==> config.mk <==
export PLATFORM = sky130hd
export DESIGN_NAME = jtag_ir_dr_chain
export DESIGN_NICKNAME = d
export VERILOG_FILES = /design/src/rtl/jtag_ir_dr_chain.sv
export SDC_FILE = /design/constraint.sdc
export NUM_CORES = 1
export LEC_CHECK = 0
export BUFFER_PORTS_ARGS = -buffer_cell sky130_fd_sc_hd__buf_2
export CAP_MARGIN = 5
export CORE_MARGIN = 1.5
export CORE_UTILIZATION = 25
export DETAILED_ROUTE_END_ITERATION = 6
export PLACE_DENSITY = 0.43
export RECOVER_POWER = 50
export SLEW_MARGIN = 0
export SYNTH_ARGS = -nofsm -noshare
export SYNTH_HDL_FRONTEND = slang
export SYNTH_SLANG_ARGS = --single-unit
==> constraint.sdc <==
create_clock -name TCK -period 2.41 [get_ports TCK]
set_clock_uncertainty 0.15 [all_clocks]
set_input_delay 0.241 -clock TCK [delete_from_list [all_inputs] [get_ports TCK]]
set_output_delay 0.241 -clock TCK [all_outputs]
set_load 0.02 [all_outputs]
==> src/rtl/jtag_ir_dr_chain.sv <==
// jtag_ir_dr_chain: JTAG instruction register and BYPASS/IDCODE/USER data-register scan chains.
// Optional macro JTAG_IDCODE_EN adds the IDCODE data register and makes Test-Logic-Reset select IDCODE.
module jtag_ir_dr_chain #(
    parameter int              IR_W       = 4,
    parameter int              DR_W       = 32,
    parameter logic [31:0]     IDCODE_VAL = 32'h1BA0_1477,
    parameter logic [IR_W-1:0] OP_IDCODE  = IR_W'(4'h1),
    parameter logic [IR_W-1:0] OP_USER    = IR_W'(4'h8),
    parameter logic [IR_W-1:0] OP_BYPASS  = {IR_W{1'b1}}
) (
    input  logic            TCK,
    input  logic            TLR,
    input  logic            TDI,
    input  logic            CAPTUREIR,
    input  logic            SHIFTIR,
    input  logic            UPDATEIR,
    input  logic            CAPTUREDR,
    input  logic            SHIFTDR,
    input  logic            UPDATEDR,
    output logic            TDO,
    output logic            TDO_EN,
    output logic [IR_W-1:0] ir_out,
    input  logic [DR_W-1:0] user_in,
    output logic [DR_W-1:0] user_out,
    output logic            user_update
);
`ifdef JTAG_IDCODE_EN
    localparam bit HAS_IDCODE = 1'b1;
`else
    localparam bit HAS_IDCODE = 1'b0;
`endif
    localparam logic [IR_W-1:0] IR_RST = HAS_IDCODE ? OP_IDCODE : OP_BYPASS;

    if (IDCODE_VAL[0] != 1'b1) begin : g_idcode_lsb
        $error("IDCODE_VAL bit 0 must be 1");
    end
    if (IR_W < 2) begin : g_ir_w
        $error("IR_W must be at least 2");
    end

    logic [IR_W-1:0] ir_shift_q, ir_shift_d, ir_q, ir_d;
    logic [DR_W-1:0] dr_q, dr_d, user_out_q, user_out_d;
    logic            bypass_q, bypass_d, user_update_q, user_update_d;
    logic            is_user, is_idcode, is_bypass;

    // Every opcode other than USER (and IDCODE when built in) selects BYPASS.
    assign is_user   = ir_q == OP_USER;
    assign is_idcode = HAS_IDCODE && ir_q == OP_IDCODE;
    assign is_bypass = !is_user && !is_idcode;

    always_comb begin
        ir_shift_d    = ir_shift_q;
        ir_d          = ir_q;
        bypass_d      = bypass_q;
        dr_d          = dr_q;
        user_out_d    = user_out_q;
        user_update_d = 1'b0;
        if (CAPTUREIR) ir_shift_d = IR_W'(2'b01);
        else if (SHIFTIR) ir_shift_d = {TDI, ir_shift_q[IR_W-1:1]};
        else if (UPDATEIR) ir_d = ir_shift_q;
        else if (CAPTUREDR) begin
            if (is_user) dr_d = user_in;
            else if (is_idcode) dr_d = DR_W'(IDCODE_VAL);
            else bypass_d = 1'b0;
        end else if (SHIFTDR) begin
            if (is_bypass) bypass_d = TDI;
            else dr_d = {TDI, dr_q[DR_W-1:1]};
        end else if (UPDATEDR && is_user) begin
            user_out_d    = dr_q;
            user_update_d = 1'b1;
        end
    end

    always_ff @(posedge TCK) begin
        if (TLR) begin
            ir_q          <= IR_RST;
            ir_shift_q    <= '0;
            bypass_q      <= 1'b0;
            dr_q          <= '0;
            user_out_q    <= '0;
            user_update_q <= 1'b0;
        end else begin
            ir_q          <= ir_d;
            ir_shift_q    <= ir_shift_d;
            bypass_q      <= bypass_d;
            dr_q          <= dr_d;
            user_out_q    <= user_out_d;
            user_update_q <= user_update_d;
        end
    end

    assign TDO         = SHIFTIR ? ir_shift_q[0] : SHIFTDR ? (is_bypass ? bypass_q : dr_q[0]) : 1'b0;
    assign TDO_EN      = SHIFTIR | SHIFTDR;
    assign ir_out      = ir_q;
    assign user_out    = user_out_q;
    assign user_update = user_update_q;
endmodule

==> reports/results.tsv, run 1 <==
metric	value	unit
flops & latches, synth	74	
hold slack	64.0	ps
Nets	443	
drt pass-1 iters	4	
CP required	2020	ps
final setup vio count	0	
drt total wl	8800	µm
die width	121	µm
unrepaired setup endpoints after global routing	false	
drt drc	0	
maxcap violations	0	
CTS resizes	0	
fmax	462	MHz
initial antenna violation count	0	
DR vias/cell	4.57	
Core ar.	0.0133	mm²
share of layout cells above drive strength 1	17.7	%
Total GRT Usage	12.6	%
Slew @ Worst Pin	1060	ps
end of the worst register-to-register path	user_out[11]	
final hold vios	0	
Cell Pwr Density	635	mW/mm²
count of cell types in the netlist	27	
FF-to-FF path depth	4	
synthesized net count	378	
maximum vdd drop	0.236	mV
Die ar.	0.0145	mm²
largest net degree at the start of global routing	56	
Die Height	121	µm
CTS clk-pin slew, worst paths	60	ps
crit share post-route	89.7	%
sequential fraction of the synthesis area	42.9	%
cts hold-fix bufs	0	
R2R setup slack	360	ps
vias	2662	
TritonCTS clock tree	done	
commonest cells after routing, fill and taps aside	dfxtp_1, mux2i_1, nand2b_1, clkbuf_1, buf_2	
gpl congestion	0.684	
Max transition margin	29.4	%
leading area contributor after synthesis	dfxtp_1	
setup TNS	0	ps
CP arrival	1770	ps
status	completed	
worst r2r src	ir_out[0]	
Post-Place Worst Slack	546	ps
Post-Syn Area	0.00345	mm²
CP Max Fanout	4	
buffer depth of the longest clock path	2	
clock period minus worst slack	2160	ps
grt ovf	0	
hpwl dp	5700	µm
Rows	42	
hold path endpoint	ir_shift_q[2]	
setup ws final	247	ps
Pleak	1.41	nW
antenna-violating nets left	0	
area delta synth->final	20.5	%
Cells after Synth	337	
synth top area cells	dfxtp_1, mux2i_1, nand2b_1	
Synth top area share	42.9	%
Pwr Total	2.64	mW
Synth Warn #	0	
antenna cells	0	
Num Clock Sinks	74	
Max H-tree Level	3	
Root Driver	clkbuf_16	
CTS buffer count	9	
first-pass GRT wire length	14100	µm
hold depth	2	
number of global-route vias before repair	2658	
synthesized area per cell	10.2	µm²
Crit. End Element	output pin	
CP Launch Type	register	
Post-CTS Setup Inserts	0	
critical setup path kind	register to output pin	
Initial Utilization	25.9	%
fin util	31.2	%
min-delay worst type	input port to register	
Hold Crit Start	CAPTUREIR	
commonest non-fill, non-tap cell in the layout	dfxtp_1	
Skew-Pair Late Insertion Delay	330	ps
I/O pin count	80	
IO buf count	79	
Avg WL per Cell	15.1	µm
initial drt markers	124	
final-report max-slew violation count	0	
==> sequential cells by signal (all words and copies together) (netlist names) <==
name / flops
user_update: 1
ir_out: 4
dr_q: 32
user_out: 32
bypass_q: 1
ir_shift_q: 4
==> how the worst max path moves through the flow <==
| stage | startpoint | endpoint | slack, ps | cells past startpoint |
|---|---|---|---|---|
| detailed placement | CAPTUREDR | user_out[18] | 550 | 5 |
| CTS | ir_out[0] | TDO | 210 | 4 |
| global placement | ir_out[0] | TDO | 600 | 4 |
| finish | ir_out[0] | TDO | 250 | 4 |
| global route | ir_out[0] | TDO | 140 | 4 |
| floorplan | ir_out[0] | TDO | 400 | 3 |
==> logic make-up (layout without fill, tap and decap cells) <==
group | count (synthesis) | in the layout | synth area share (%)
simple gates | 89 | 89 | 17.1
flops | 74 | 74 | 42.9
compound gates | 73 | 73 | 15.1
mux | 67 | 67 | 19.4
buf+inv | 34 | 104 | 5.51
==> cell usage after synthesis, drive strengths merged <==
cell,count
o21ai,1
buf,19
a31oi,32
or2,2
or4b,1
a211oi,33
nor3b,1
mux2i,67
nand2b,65
and4,1
dfxtp,74
nand4,2
a211o,4
a21oi,2
clkbuf,15
nor2b,6
nor3,5
or3,1
nor2,3
o31ai,1
nor4b,1
nand2,1
==> critical path, cell delays in order, from the launching register on <==
cell and delay, ps:
dfxtp_1 330, or4b_4 580, mux2i_1 170, o21ai_0 170, buf_2 190
==> per-layer routing <==
| metal | routed length (µm) | vias to the layer above | track usage (%) |
|---|---|---|---|
| met2 | 3940 | 52 | 19.0 |
| met4 | 123 | 0 | 4.63 |
| li1 | - | 1351 | - |
| met3 | 374 | 7 | 3.54 |
| met1 | 4370 | 1252 | 17.0 |
| met5 | 0 | - | 0 |
==> final cells by class <==
| type | count | area, µm² |
|---|---|---|
| fillers | 1430 | 9190 |
| multi-input cells | 229 | 1770 |
| flip-flops and latches | 74 | 1480 |
| repair buffers | 88 | 422 |
| clock buffers | 13 | 250 |
| well taps | 176 | 220 |
| clock inverters | 3 | 15.0 |
==> power breakdown <==
| group | leakage (nW) | switching [mW] | internal [mW] |
|---|---|---|---|
| logic | 0.681 | 0.102 | 0.0785 |
| clock network | 0.133 | 0.506 | 0.721 |
| registers | 0.597 | 0.00505 | 1.23 |
| total | 1.41 | 0.613 | 2.03 |
==> per-stage QoR <==
| stage | std cells | instance area (µm²) |
|---|---|---|
| 6_report | 583 | 4160 |
| 5_1_grt | 583 | 4160 |
| 4_1_cts | 583 | 4230 |
| 3_5_place_dp | 567 | 3970 |
| 3_3_place_gp | 567 | 3970 |
| 2_1_floorplan | 337 | 3450 |
Power figures use the tool's default switching activity.
==> run 2: changes to the inputs <==
Settings changed: RECOVER_POWER 50 to 100.
==> reports/results.tsv, run 2 (synthesis results as in run 1) <==
metric	value	unit	change
status	completed		unchanged
Crit. End Element	output pin		unchanged
maxcap violations	0		unchanged
TritonCTS clock tree	done		unchanged
Root Driver	clkbuf_16		unchanged
CP required	2020	ps	about the same
initial antenna violation count	0		unchanged
critical setup path kind	register to output pin		unchanged
Post-Place Worst Slack	546	ps	unchanged
DR vias/cell	4.58		was 4.57
Max H-tree Level	3		unchanged
maximum vdd drop	0.236	mV	about the same
Nets	443		unchanged
final hold vios	0		unchanged
Total GRT Usage	12.6	%	unchanged
setup TNS	0	ps	unchanged
drt pass-1 iters	4		unchanged
CP arrival	1840	ps	was 1770 ps
FF-to-FF path depth	4		unchanged
Core ar.	0.0133	mm²	unchanged
Pleak	1.41	nW	about the same
CTS clk-pin slew, worst paths	60	ps	about the same
Num Clock Sinks	74		unchanged
first-pass GRT wire length	14100	µm	unchanged
hold depth	2		unchanged
Max transition margin	29.2	%	was 29.4%
placed cell areas	0.00397	mm²	unchanged
antenna cells	0		unchanged
unrepaired setup endpoints after global routing	false		unchanged
buffer depth of the longest clock path	2		unchanged
drt drc	0		unchanged
Initial Utilization	25.9	%	unchanged
area delta synth->final	20.4	%	was 20.5%
CP Launch Type	register		unchanged
largest net degree at the start of global routing	56		unchanged
IO buf count	79		unchanged
Skew-Pair Late Insertion Delay	330	ps	about the same
grt ovf	0		unchanged
initial drt markers	124		unchanged
Die Height	121	µm	unchanged
vias	2672		was 2662
commonest cells after routing, fill and taps aside	dfxtp_1, mux2i_1, nand2b_1, clkbuf_1, buf_2		unchanged
Avg WL per Cell	15.1	µm	about the same
cts hold-fix bufs	0		unchanged
die width	121	µm	unchanged
setup ws final	181	ps	was 247 ps
final-report max-slew violation count	0		unchanged
share of layout cells above drive strength 1	17.4	%	was 17.7%
Slew @ Worst Pin	1060	ps	about the same
CTS resizes	0		unchanged
gpl congestion	0.684		unchanged
fmax	449	MHz	was 462 MHz
antenna-violating nets left	0		unchanged
Cell Pwr Density	635	mW/mm²	about the same
Finished Cell Area	0.00416	mm²	about the same
Rows	42		unchanged
CP Max Fanout	4		unchanged
clock period minus worst slack	2230	ps	was 2160 ps
commonest non-fill, non-tap cell in the layout	dfxtp_1		unchanged
I/O pin count	80		unchanged
min-delay worst type	input port to register		unchanged
final setup vio count	0		unchanged
CTS buffer count	9		unchanged
hpwl dp	5700	µm	unchanged
Die ar.	0.0145	mm²	unchanged
crit share post-route	92.5	%	was 89.7%
drt total wl	8800	µm	about the same
Post-CTS Setup Inserts	0		unchanged
number of global-route vias before repair	2658		unchanged
run 2: changes by cell type in the layout (fill, tap and decap cells not counted):
cell,delta
clkbuf_1,+1
buf_2,-1
clkbuf_2,+1
buf_4,-1
run 2: metrics by stage:
| step | total power, mW | hold WS [ps] | instances | util [%] |
|---|---|---|---|---|
| 2_1_floorplan | 1.38 | 264 | 337 | - |
| 3_3_place_gp | 1.45 | 307 | 567 | 29.7 |
| 3_5_place_dp | 1.45 | 309 | 567 | 29.7 |
| 4_1_cts | 2.70 | 49.9 | 583 | 31.7 |
| 5_1_grt | 2.76 | 66.7 | 583 | 31.2 |
| 6_report | 2.64 | 63.8 | 583 | 31.2 |
run 2: area by class of cell:
type,count,area (µm²)
clock buffer,13,250
clock inverter,3,15.0
fill,1432,9190
multi-input combinational,229,1770
sequential,74,1480
tap,176,220
timing repair buffer,88,418
run 2: per-layer routing:
| layer | vias up | track usage, % | wire length [µm] |
|---|---|---|---|
| met4 | 0 | 4.63 | 123 |
| li1 | 1351 | - | - |
| met5 | - | 0 | 0 |
| met1 | 1260 | 17.0 | 4330 |
| met3 | 7 | 3.54 | 375 |
| met2 | 54 | 19.0 | 3970 |
run 2: where the power goes:
part | total [mW] | leakage (nW) | internal (mW) | switching [mW]
clock | 1.23 | 0.133 | 0.721 | 0.505
sequential | 1.23 | 0.597 | 1.23 | 0.00505
combinational | 0.180 | 0.676 | 0.0782 | 0.102
total | 2.64 | 1.41 | 2.03 | 0.612
run 2: worst paths after layout:
check                                   from             to  slack (ps)
worst max-delay path               ir_out[0]            TDO         180
worst max register to register     ir_out[0]   user_out[28]         320
worst min register to register  user_out[29]   user_out[29]         320
worst min-delay path               CAPTUREIR  ir_shift_q[2]          60
run 2: worst max-delay path: stages, from the launching register on:
cell and delay (ps):
dfxtp_1 330, or4b_4 580, mux2i_1 170, o21ai_0 180, clkbuf_1 250
